`src/rtl/rename_map.sv`:
```
// rename_map: register rename stage in front of the physical-register free list.
//
// Translates the architectural source/destination registers of one decoded
// instruction per cycle into physical registers (PRs), allocating a fresh PR
// from the free list for every real destination. A retirement map tracks the
// committed state; superseded PRs go back to the free list at commit, and on a
// mispredict the speculative map is restored from the retirement map while the
// free list is told which PRs to reclaim.
//
// Ports:
//   clk, reset                 clock, synchronous active-high reset
//   in_*                       decoded instruction (valid/ready handshake)
//   out_*                      renamed instruction, registered, valid/ready
//   cm_*                       commit of one instruction
//   rollback                   mispredict: squash all uncommitted state
//   fl_is_empty, fl_dequeue_pr free-list status and head PR
//   fl_dequeue_en              consume the head PR
//   fl_enqueue_en/pr           return a superseded PR
//   fl_rollback, _mask         rollback strobe and PRs to mark free
module rename_map #(
    parameter int N_AR = 32,
    parameter int N_PR = 64,
    localparam int AR_W = $clog2(N_AR),
    localparam int PR_W = $clog2(N_PR)
) (
    input  logic            clk,
    input  logic            reset,
    input  logic            in_valid,
    output logic            in_ready,
    input  logic            in_has_dest,
    input  logic [AR_W-1:0] in_dest_ar,
    input  logic [AR_W-1:0] in_src1_ar,
    input  logic [AR_W-1:0] in_src2_ar,
    output logic            out_valid,
    input  logic            out_ready,
    output logic            out_has_dest,
    output logic [PR_W-1:0] out_dest_pr,
    output logic [PR_W-1:0] out_old_pr,
    output logic [PR_W-1:0] out_src1_pr,
    output logic [PR_W-1:0] out_src2_pr,
    input  logic            cm_valid,
    input  logic            cm_has_dest,
    input  logic [AR_W-1:0] cm_dest_ar,
    input  logic [PR_W-1:0] cm_dest_pr,
    input  logic            rollback,
    input  logic            fl_is_empty,
    input  logic [PR_W-1:0] fl_dequeue_pr,
    output logic            fl_dequeue_en,
    output logic            fl_enqueue_en,
    output logic [PR_W-1:0] fl_enqueue_pr,
    output logic            fl_rollback,
    output logic [N_PR-1:0] fl_rollback_mask
);

    // Maps need three reads plus a whole-array copy per cycle, so they are
    // flop arrays rather than block RAM.
    logic [PR_W-1:0] spec_map_reg [N_AR];
    logic [PR_W-1:0] ret_map_reg  [N_AR];
    logic [PR_W-1:0] ret_map_next [N_AR];
    logic [N_PR-1:0] inflight_reg;

    logic            out_valid_reg;
    logic            out_has_dest_reg;
    logic [PR_W-1:0] out_dest_pr_reg;
    logic [PR_W-1:0] out_old_pr_reg;
    logic [PR_W-1:0] out_src1_pr_reg;
    logic [PR_W-1:0] out_src2_pr_reg;

    logic            cm_fire;
    logic [PR_W-1:0] cm_old_pr;
    logic            enq;
    logic            accept;
    logic            alloc;
    logic [N_PR-1:0] mask_next;

    assign cm_fire   = cm_valid && cm_has_dest && (cm_dest_ar != '0);
    assign cm_old_pr = ret_map_reg[cm_dest_ar];
    assign enq       = cm_fire && (cm_old_pr != '0) && !rollback && !reset;

    // A PR freed by commit this cycle can be handed straight back out, so an
    // empty free list does not stall when an enqueue is happening.
    assign in_ready = (!out_valid_reg || out_ready) && !rollback && (!fl_is_empty || enq);
    assign accept   = in_valid && in_ready && !reset;
    assign alloc    = accept && in_has_dest && (in_dest_ar != '0);

    assign fl_dequeue_en = alloc;
    assign fl_enqueue_en = enq;
    assign fl_enqueue_pr = enq ? cm_old_pr : '0;
    assign fl_rollback   = rollback && !reset;

    // The free list drops enqueues during rollback, so a PR superseded by a
    // same-cycle commit is reclaimed through the mask instead; the PR being
    // committed becomes architectural and must stay allocated.
    always_comb begin
        mask_next = inflight_reg;
        if (cm_fire) begin
            mask_next[cm_dest_pr] = 1'b0;
            if (cm_old_pr != '0) begin
                mask_next[cm_old_pr] = 1'b1;
            end
        end
        fl_rollback_mask = reset ? '0 : mask_next;
    end

    // Retirement map after this cycle's commit; also the restore source for
    // the speculative map on rollback.
    generate
        for (genvar gi = 0; gi < N_AR; gi++) begin : g_ret_next
            assign ret_map_next[gi] = (cm_fire && (cm_dest_ar == AR_W'(gi)))
                                      ? cm_dest_pr : ret_map_reg[gi];
        end
    endgenerate

    always_ff @(posedge clk) begin
        if (reset) begin
            for (int i = 0; i < N_AR; i++) begin
                spec_map_reg[i] <= '0;
                ret_map_reg[i]  <= '0;
            end
            inflight_reg     <= '0;
            out_valid_reg    <= 1'b0;
            out_has_dest_reg <= 1'b0;
            out_dest_pr_reg  <= '0;
            out_old_pr_reg   <= '0;
            out_src1_pr_reg  <= '0;
            out_src2_pr_reg  <= '0;
        end else begin
            ret_map_reg <= ret_map_next;
            if (rollback) begin
                spec_map_reg  <= ret_map_next;
                inflight_reg  <= '0;
                out_valid_reg <= 1'b0;
            end else begin
                if (cm_fire) begin
                    inflight_reg[cm_dest_pr] <= 1'b0;
                end
                if (alloc) begin
                    spec_map_reg[in_dest_ar]    <= fl_dequeue_pr;
                    inflight_reg[fl_dequeue_pr] <= 1'b1;
                end
                if (accept) begin
                    // Lookups use the map before this instruction's own update.
                    out_valid_reg    <= 1'b1;
                    out_has_dest_reg <= alloc;
                    out_dest_pr_reg  <= alloc ? fl_dequeue_pr : '0;
                    out_old_pr_reg   <= alloc ? spec_map_reg[in_dest_ar] : '0;
                    out_src1_pr_reg  <= spec_map_reg[in_src1_ar];
                    out_src2_pr_reg  <= spec_map_reg[in_src2_ar];
                end else if (out_ready) begin
                    out_valid_reg <= 1'b0;
                end
            end
        end
    end

    assign out_valid    = out_valid_reg;
    assign out_has_dest = out_has_dest_reg;
    assign out_dest_pr  = out_dest_pr_reg;
    assign out_old_pr   = out_old_pr_reg;
    assign out_src1_pr  = out_src1_pr_reg;
    assign out_src2_pr  = out_src2_pr_reg;

endmodule

```
`config.mk`:
```
export PLATFORM = sky130hd
export DESIGN_NAME = rename_map
export DESIGN_NICKNAME = d
export VERILOG_FILES = /design/src/rtl/rename_map.sv
export SDC_FILE = /design/constraint.sdc
export NUM_CORES = 1
export LEC_CHECK = 0
export ABC_AREA = 1
export BUFFER_PORTS_ARGS = -buffer_cell sky130_fd_sc_hd__buf_2
export CORE_MARGIN = 2
export CORE_UTILIZATION = 35
export DETAILED_ROUTE_END_ITERATION = 16
export REMOVE_ABC_BUFFERS = 1
export SLEW_MARGIN = 20
export SYNTH_ARGS = -nofsm -noshare
export SYNTH_HDL_FRONTEND = slang
export SYNTH_SLANG_ARGS = --single-unit
```
`constraint.sdc`:
```
create_clock -name clk -period 3.6 [get_ports clk]
set_input_delay 0.36 -clock clk [delete_from_list [all_inputs] [get_ports clk]]
set_output_delay 0.36 -clock clk [all_outputs]
set_load 0.01 [all_outputs]
```
-- After elaboration in Yosys (flattened, before gate mapping)
Index checks and enable logic that the tools add are counted.
- $lt $le $gt $ge: 11
- eq/ne operators: 31
- muxes and demuxes: 67
- bitwise gates (word level): 9
- reductions and logical operators: 62
- operators by type and width (kind ; number):
    $mux 64 ; 7
    $mux 192 ; 2
    $mux 6 ; 44
    $bwmux 192 ; 1
    $or 64x64->64 ; 2
    $bmux 6 s5 ; 4
    $eq 5x5->1 const B ; 16
    $and 64x64->64 ; 1
    $not 64->64 ; 1
    $logic_and 1x1->1 ; 48
    $eq 5x4->1 const B ; 8
    $demux 6 s5 ; 1
    $ge 6x6->1 const B ; 4
    $not 5->6 ; 4
    $lt 6x7->1 const B ; 3
    $eq 5x3->1 const B ; 4
    $demux 1 s6 ; 3
    $ge 6x1->1 const B ; 3
    $eq 5x2->1 const B ; 2
    $reduce_bool 5->1 ; 2
    $lt 6x1->1 const B ; 1
    $reduce_bool 6->1 ; 1
    $eq 5x1->1 const B ; 1
    $logic_not 5->1 ; 1
    7 further kinds ; 16
- flip-flop bits (word level): 474
- input port bits: 41
- output and inout bits: 100

-- Logic depth before layout (Yosys ltp)
- depth after elaboration: 16
- depth in mapped cells: 25
- depth with buffers taken out: 20

-- Worst setup path after synthesis
No wires, ideal clock.
- path type: input to register
- start: input cm_dest_ar[0]
- end: register spec_map_reg[124] in the netlist's numbering
- arrival time: 2604 ps
- path slack: 880 ps
- cell stages on the path: 25
- path through: buf_4 inv_2 buf_4 buf_6 nand2_1 nand2_1 nand2_1 nand2_1 nand2_1 nand2_1 nor2_1 nand2_1 nand2_1 nand2_1 nor2_4 nand2_2 nand2_4 nand2_2 nand4_4 nand2_4 buf_6 buf_8 buf_12 a21oi_1 nor2_1
- longest elaborated chain between the ends: 15
- elaborated cells between the ends (all ways): 21
- RTL lines (item ; RTL line ; source):
    start: declaration ; 43 ; input logic [AR_W-1:0] cm_dest_ar,
    $not 5->6 (not written as such) ; 77 ; assign cm_old_pr = ret_map_reg[cm_dest_ar];
    $bmux 6 s5 ; 77 ;
    $mux 6 (not written as such) (2 in series) ; 77 ;
    $reduce_bool 6->1 ; 78 ; assign enq = cm_fire && (cm_old_pr != '0) && !rollback && !reset;
    $logic_and 1x1->1 (3 in series) ; 78 ;
    $logic_or 1x1->1 ; 82 ; assign in_ready = (!out_valid_reg || out_ready) && !rollback && (!fl_is_empty || enq);
    $logic_and 1x1->1 ; 82 ;
    $logic_and 1x1->1 (2 in series) ; 83 ; assign accept = in_valid && in_ready && !reset;
    $logic_and 1x1->1 (2 in series) ; 84 ; assign alloc = accept && in_has_dest && (in_dest_ar != '0);
    $reduce_bool 2->1 (no line) ; n/a ;
    end signal: assignment ; 130 ; spec_map_reg <= ret_map_next;
    end signal: indexed assignment ; 138 ; spec_map_reg[in_dest_ar] <= fl_dequeue_pr;
    end: declaration ; 57 ; logic [PR_W-1:0] spec_map_reg [N_AR];
Several ways; a longest one is shown, not always the timed one. The select of a mux whose other input is x is not followed.
A chain may end at the register's enable or synchronous reset.

-- Final worst setup path
- start: input cm_dest_ar[0]
- end: output fl_rollback_mask[63]
- longest elaborated chain between the ends: 12
- elaborated cells between the ends (all ways): 16
- RTL lines (item ; RTL line ; source):
    $not 5->6 (not written as such) ; 77 ;
    $bmux 6 s5 ; 77 ;
    $mux 6 (not written as such) (2 in series) ; 77 ;
    $lt 6x7->1 (not written as such) / $ge 6x1->1 (equally long branches) ; 99 ; mask_next[cm_old_pr] = 1'b1;
    $logic_and 1x1->1 (not written as such) ; 99 ;
    $mux 1 (not written as such) ; 99 ;
    $demux 1 s6 ; 99 ;
    $or 64x64->64 (no line) ; n/a ;
    $mux 64 ; 98 ; if (cm_old_pr != '0) begin
    $mux 64 * ; 96 ; if (cm_fire) begin
    $mux 64 * ; 102 ; fl_rollback_mask = reset ? '0 : mask_next;
    end: declaration ; 52 ; output logic [N_PR-1:0] fl_rollback_mask
Mark *: on every way between the ends. The rest lies on a longest branch, timed or not. The select of a mux whose other input is x is not followed.

==> impl_results.rst <==
.. list-table::
   :header-rows: 1

   * - Metric
     - Value
   * - Status
     - completed
   * - Yosys warns
     - 0
   * - Wire length of the first global-routing pass
     - roughly 180000 um
   * - Quantity of I/O buffers inserted on ports
     - 140
   * - Area of all placed cells without fillers
     - around 32000 um2
   * - Crit path top cell by count
     - buf_4
   * - Highest routed metal layer
     - met5
   * - Seq pwr share
     - 41.2%
   * - Top post-synthesis cells by area
     - dfxtp_1, nand2_1, a21oi_1
   * - Sort of element at the start of the critical path
     - input port
   * - CP Data Arrival Time
     - between 3 and 4 ns
   * - Share of synthesized area occupied by flip-flops and latches
     - between 30% and 40%
   * - Met2 wirelength from detailed routing
     - slightly below 50000 um
   * - Wire length on met3
     - between 10000 and 15000 um
   * - Vias per Instance
     - between 5 and 6
   * - Worst setup timing slack at the placement stage
     - ~0.014 ns
   * - Family with the most delay on the worst path
     - buffers and inverters
   * - Worst setup skew after layout
     - around 0.019 ns
   * - Prevailing post-synth register cell
     - dfxtp_1
   * - # IOs
     - approximately 140
   * - Detailed placer's ending HPWL
     - about 88000 um
   * - TritonRoute pass-1 iters
     - 7
   * - Maximum clock frequency
     - between 200 and 300 MHz
   * - Max clock buf depth
     - 3
   * - Distinct cells, synth
     - 36
   * - Pin count of the biggest net entering global routing
     - between 150 and 200
   * - H-Tree Depth
     - 2
   * - Clock edge transition at the registers on the reported setup and hold paths
     - around 0.06 ns
   * - Combinational group share of total power
     - between 10% and 20%
   * - Inst Count DP
     - between 5000 and 6000
   * - CP Cell Sequence
     - clkbuf_4 -> inv_2 -> buf_4 -> nand2_1 -> a21oi_1 -> o21ai_0 -> nand3_1 -> nor2_1 -> nor2_2 -> inv_1 -> buf_4 -> nor3_1 -> buf_4 -> nand2_1 -> a21oi_1 -> buf_2
   * - Max rail drop VDD
     - approximately 0.35 mV
   * - Power, Total
     - roughly 0.014 W
   * - Static leakage power
     - around 13 nW
   * - Pins over their slew limit
     - 0
   * - Setup CP Type
     - input port to primary output
   * - GRT Resource Usage Total
     - roughly 28%
   * - Initial Util
     - 35.3%
   * - Die width
     - 289 um
   * - Setup WS post-layout
     - 0.0429 ns
   * - Portion of total power attributed to the clock network
     - around 44%
   * - Crit path max fanout
     - 16
   * - Total clock buffers created by CTS
     - between 50 and 60
   * - Die Footprint
     - between 80000 and 90000 um2
   * - Count of mapped cells out of synthesis
     - between 4000 and 5000
   * - Reported max-cap violation count
     - 0
   * - CORE AREA
     - ~80000 um2
   * - Initial detailed-routing violation count
     - 4444
   * - Average detailed-routed wire length per instance
     - 21.6 um
   * - Final clock period utilization by the worst path
     - between 90 and 100%
   * - Switching portion of total power
     - between 20% and 30%
   * - Fin crit period
     - 3.56 ns
   * - Synth async-reset ratio
     - 0%
   * - Buf+Inv Stages, Crit Path
     - 7
   * - Vias in the first global route
     - around 28000
   * - Filler-free cell count of the finished design
     - approximately 5700
   * - Insertion delay of the later-clocked pin in the worst-skew pair
     - between 0.6 and 0.7 ns
   * - Worst stage delay on the critical path
     - between 0.2 and 0.3 ns
   * - Antenna-violating nets left
     - 0
   * - Cell Pwr Density
     - between 400 and 500 nW/um2
   * - Top cell type's share of synthesized area
     - around 33%
   * - RePlAce Congestion
     - roughly 0.98
   * - Count of state elements after synthesis
     - around 470
   * - Pint
     - 0.00954 W
   * - Worst-Margin Slew
     - 1.12 ns
   * - Number of antenna violations at the first check in global routing
     - 3
   * - Relative slew slack
     - about a quarter
   * - Placement row count
     - 104
   * - Slowest cell on crit path
     - o21ai_0
   * - Setup-violating endpoint count in the final report
     - 0
   * - Post-Route M1 WL
     - between 50000 and 60000 um
   * - Req. time, crit path
     - approximately 3.2 ns
   * - Final routed DRC violation total
     - 0
   * - Hold violation total from the final report
     - 0
   * - DR vias
     - between 30000 and 40000
   * - Post-Syn Area per Cell
     - 6.19 um2
   * - Layout area overhead
     - 13.1%
   * - Top cell type by total area after synthesis
     - dfxtp_1
   * - Endpoint class of the critical path
     - primary output
   * - Cell chosen for the clock root
     - clkbuf_16
   * - Number of flops mapped to enable cells by yosys
     - 0
   * - GRT overflow
     - 0
   * - Fraction of final layout cells sized beyond drive strength 1
     - about a tenth
   * - Switching power of the nets
     - ~0.004 W
   * - Final-stage net count
     - around 4600
   * - Clk sink count
     - approximately 470
   * - Classification of the worst-slack hold path
     - input port to flop
   * - TritonCTS clock tree
     - built
   * - Vert. Die Dim
     - ~290 um
   * - Post-detailed-routing wire length
     - about 120000 um
   * - Total cell area at the placement stage
     - roughly 30000 um2
   * - Summed instance area of the synthesized netlist
     - 28400 um2
## kinds of logic after synthesis
group,share of synthesized area [%]
AO/OA/AOI/OAI,28.2
AND/OR/NAND/NOR,27.2
flip-flops,33.5
buffers and inverters,11.1
## worst paths after layout
path / from / end / slack, ns / depth (start not counted)
worst max-delay path: cm_dest_ar[0] / fl_rollback_mask[63] / 0.04 / 16
worst min-delay path: fl_dequeue_pr[4] / out_dest_pr[4] / 0.06 / 3
worst max register to register: ret_map_reg[84] / spec_map_reg[118] / 0.67 / 16
worst min register to register: out_src2_pr[4] / out_src2_pr[4] / 0.46 / 2
## power groups by stage
stage | Combinational, W | Sequential [W] | Clock (W)
floorplan | 0.00113 | 0.00561 | 0
global placement | 0.00193 | 0.00569 | 0
global route | 0.00216 | 0.00559 | 0.00623
detailed placement | 0.00193 | 0.00569 | 0
CTS | 0.00194 | 0.00557 | 0.00603
finish | 0.00200 | 0.00559 | 0.00596
## layout make-up
type / count / area (um2)
repair buffers: 283 / 2020
multi-input cells: 3343 / 15800
fillers: 8681 / 48300
flip-flops and latches: 474 / 9490
well taps: 1060 / 1330
clock inverters: 18 / 255
diodes: 1 / 2.50
clock buffers: 83 / 1640
inverters: 407 / 1540
## per-layer routing
metal	track usage (%)	vias to the layer above
li1	-	15300
met1	42.1	14800
met2	40.1	1971
met3	4.27	298
met4	12.4	4
met5	0	-
## worst register-to-register path: cells and delay by family, from the launching register on
kind	cells	cell delay, ns
flops	1	0.33
simple gates	13	1.61
buf+inv	1	0.40
compound gates	2	0.48
## timing repair
action / in CTS / in global routing
hold buffers: 1 / 0
setup endpoints to repair: 0 / 15
endpoints found under the hold margin: 1 / 0
gates resized for setup: 0 / 10
setup buffers: 0 / 0
## placed cells by master, fill, tap and decap left out, types with 15 or more instances in the layout
master	instances
a21oi_1	557
a21oi_2	75
a22o_1	15
buf_12	18
buf_2	136
buf_4	126
clkbuf_16	57
dfxtp_1	474
inv_1	391
nand2_1	824
nand3_1	310
nor2_1	702
nor3_1	35
o211ai_1	24
o21ai_0	494
o221ai_1	31
o22ai_1	211
## synth_stat cells (2+ instances only)
cell / instances
a21oi_1: 559
a21oi_2: 73
a22o_1: 15
a31oi_1: 11
buf_1: 15
buf_12: 7
buf_2: 67
buf_4: 7
buf_6: 3
buf_8: 2
clkbuf_1: 259
clkinv_1: 9
dfxtp_1: 474
inv_1: 392
inv_2: 6
nand2_1: 827
nand2_2: 6
nand2_4: 2
nand3_1: 310
nand4_1: 8
nor2_1: 705
nor2_2: 3
nor2_4: 5
nor3_1: 41
o211ai_1: 24
o21ai_0: 494
o21ai_1: 4
o221ai_1: 31
o22ai_1: 211
o311ai_0: 4
o31ai_1: 5
## through the flow
stage,hold slack (ns),utilization (%),TNS [ns]
2_1_floorplan,0.419,-,-1493.15
3_3_place_gp,0.443,37.4,0
3_5_place_dp,0.444,37.4,0
4_1_cts,0.0384,39.8,0
5_1_grt,0.0883,39.9,-0.0104
6_report,0.0631,39.9,0
(Power assumes the default switching activity.)
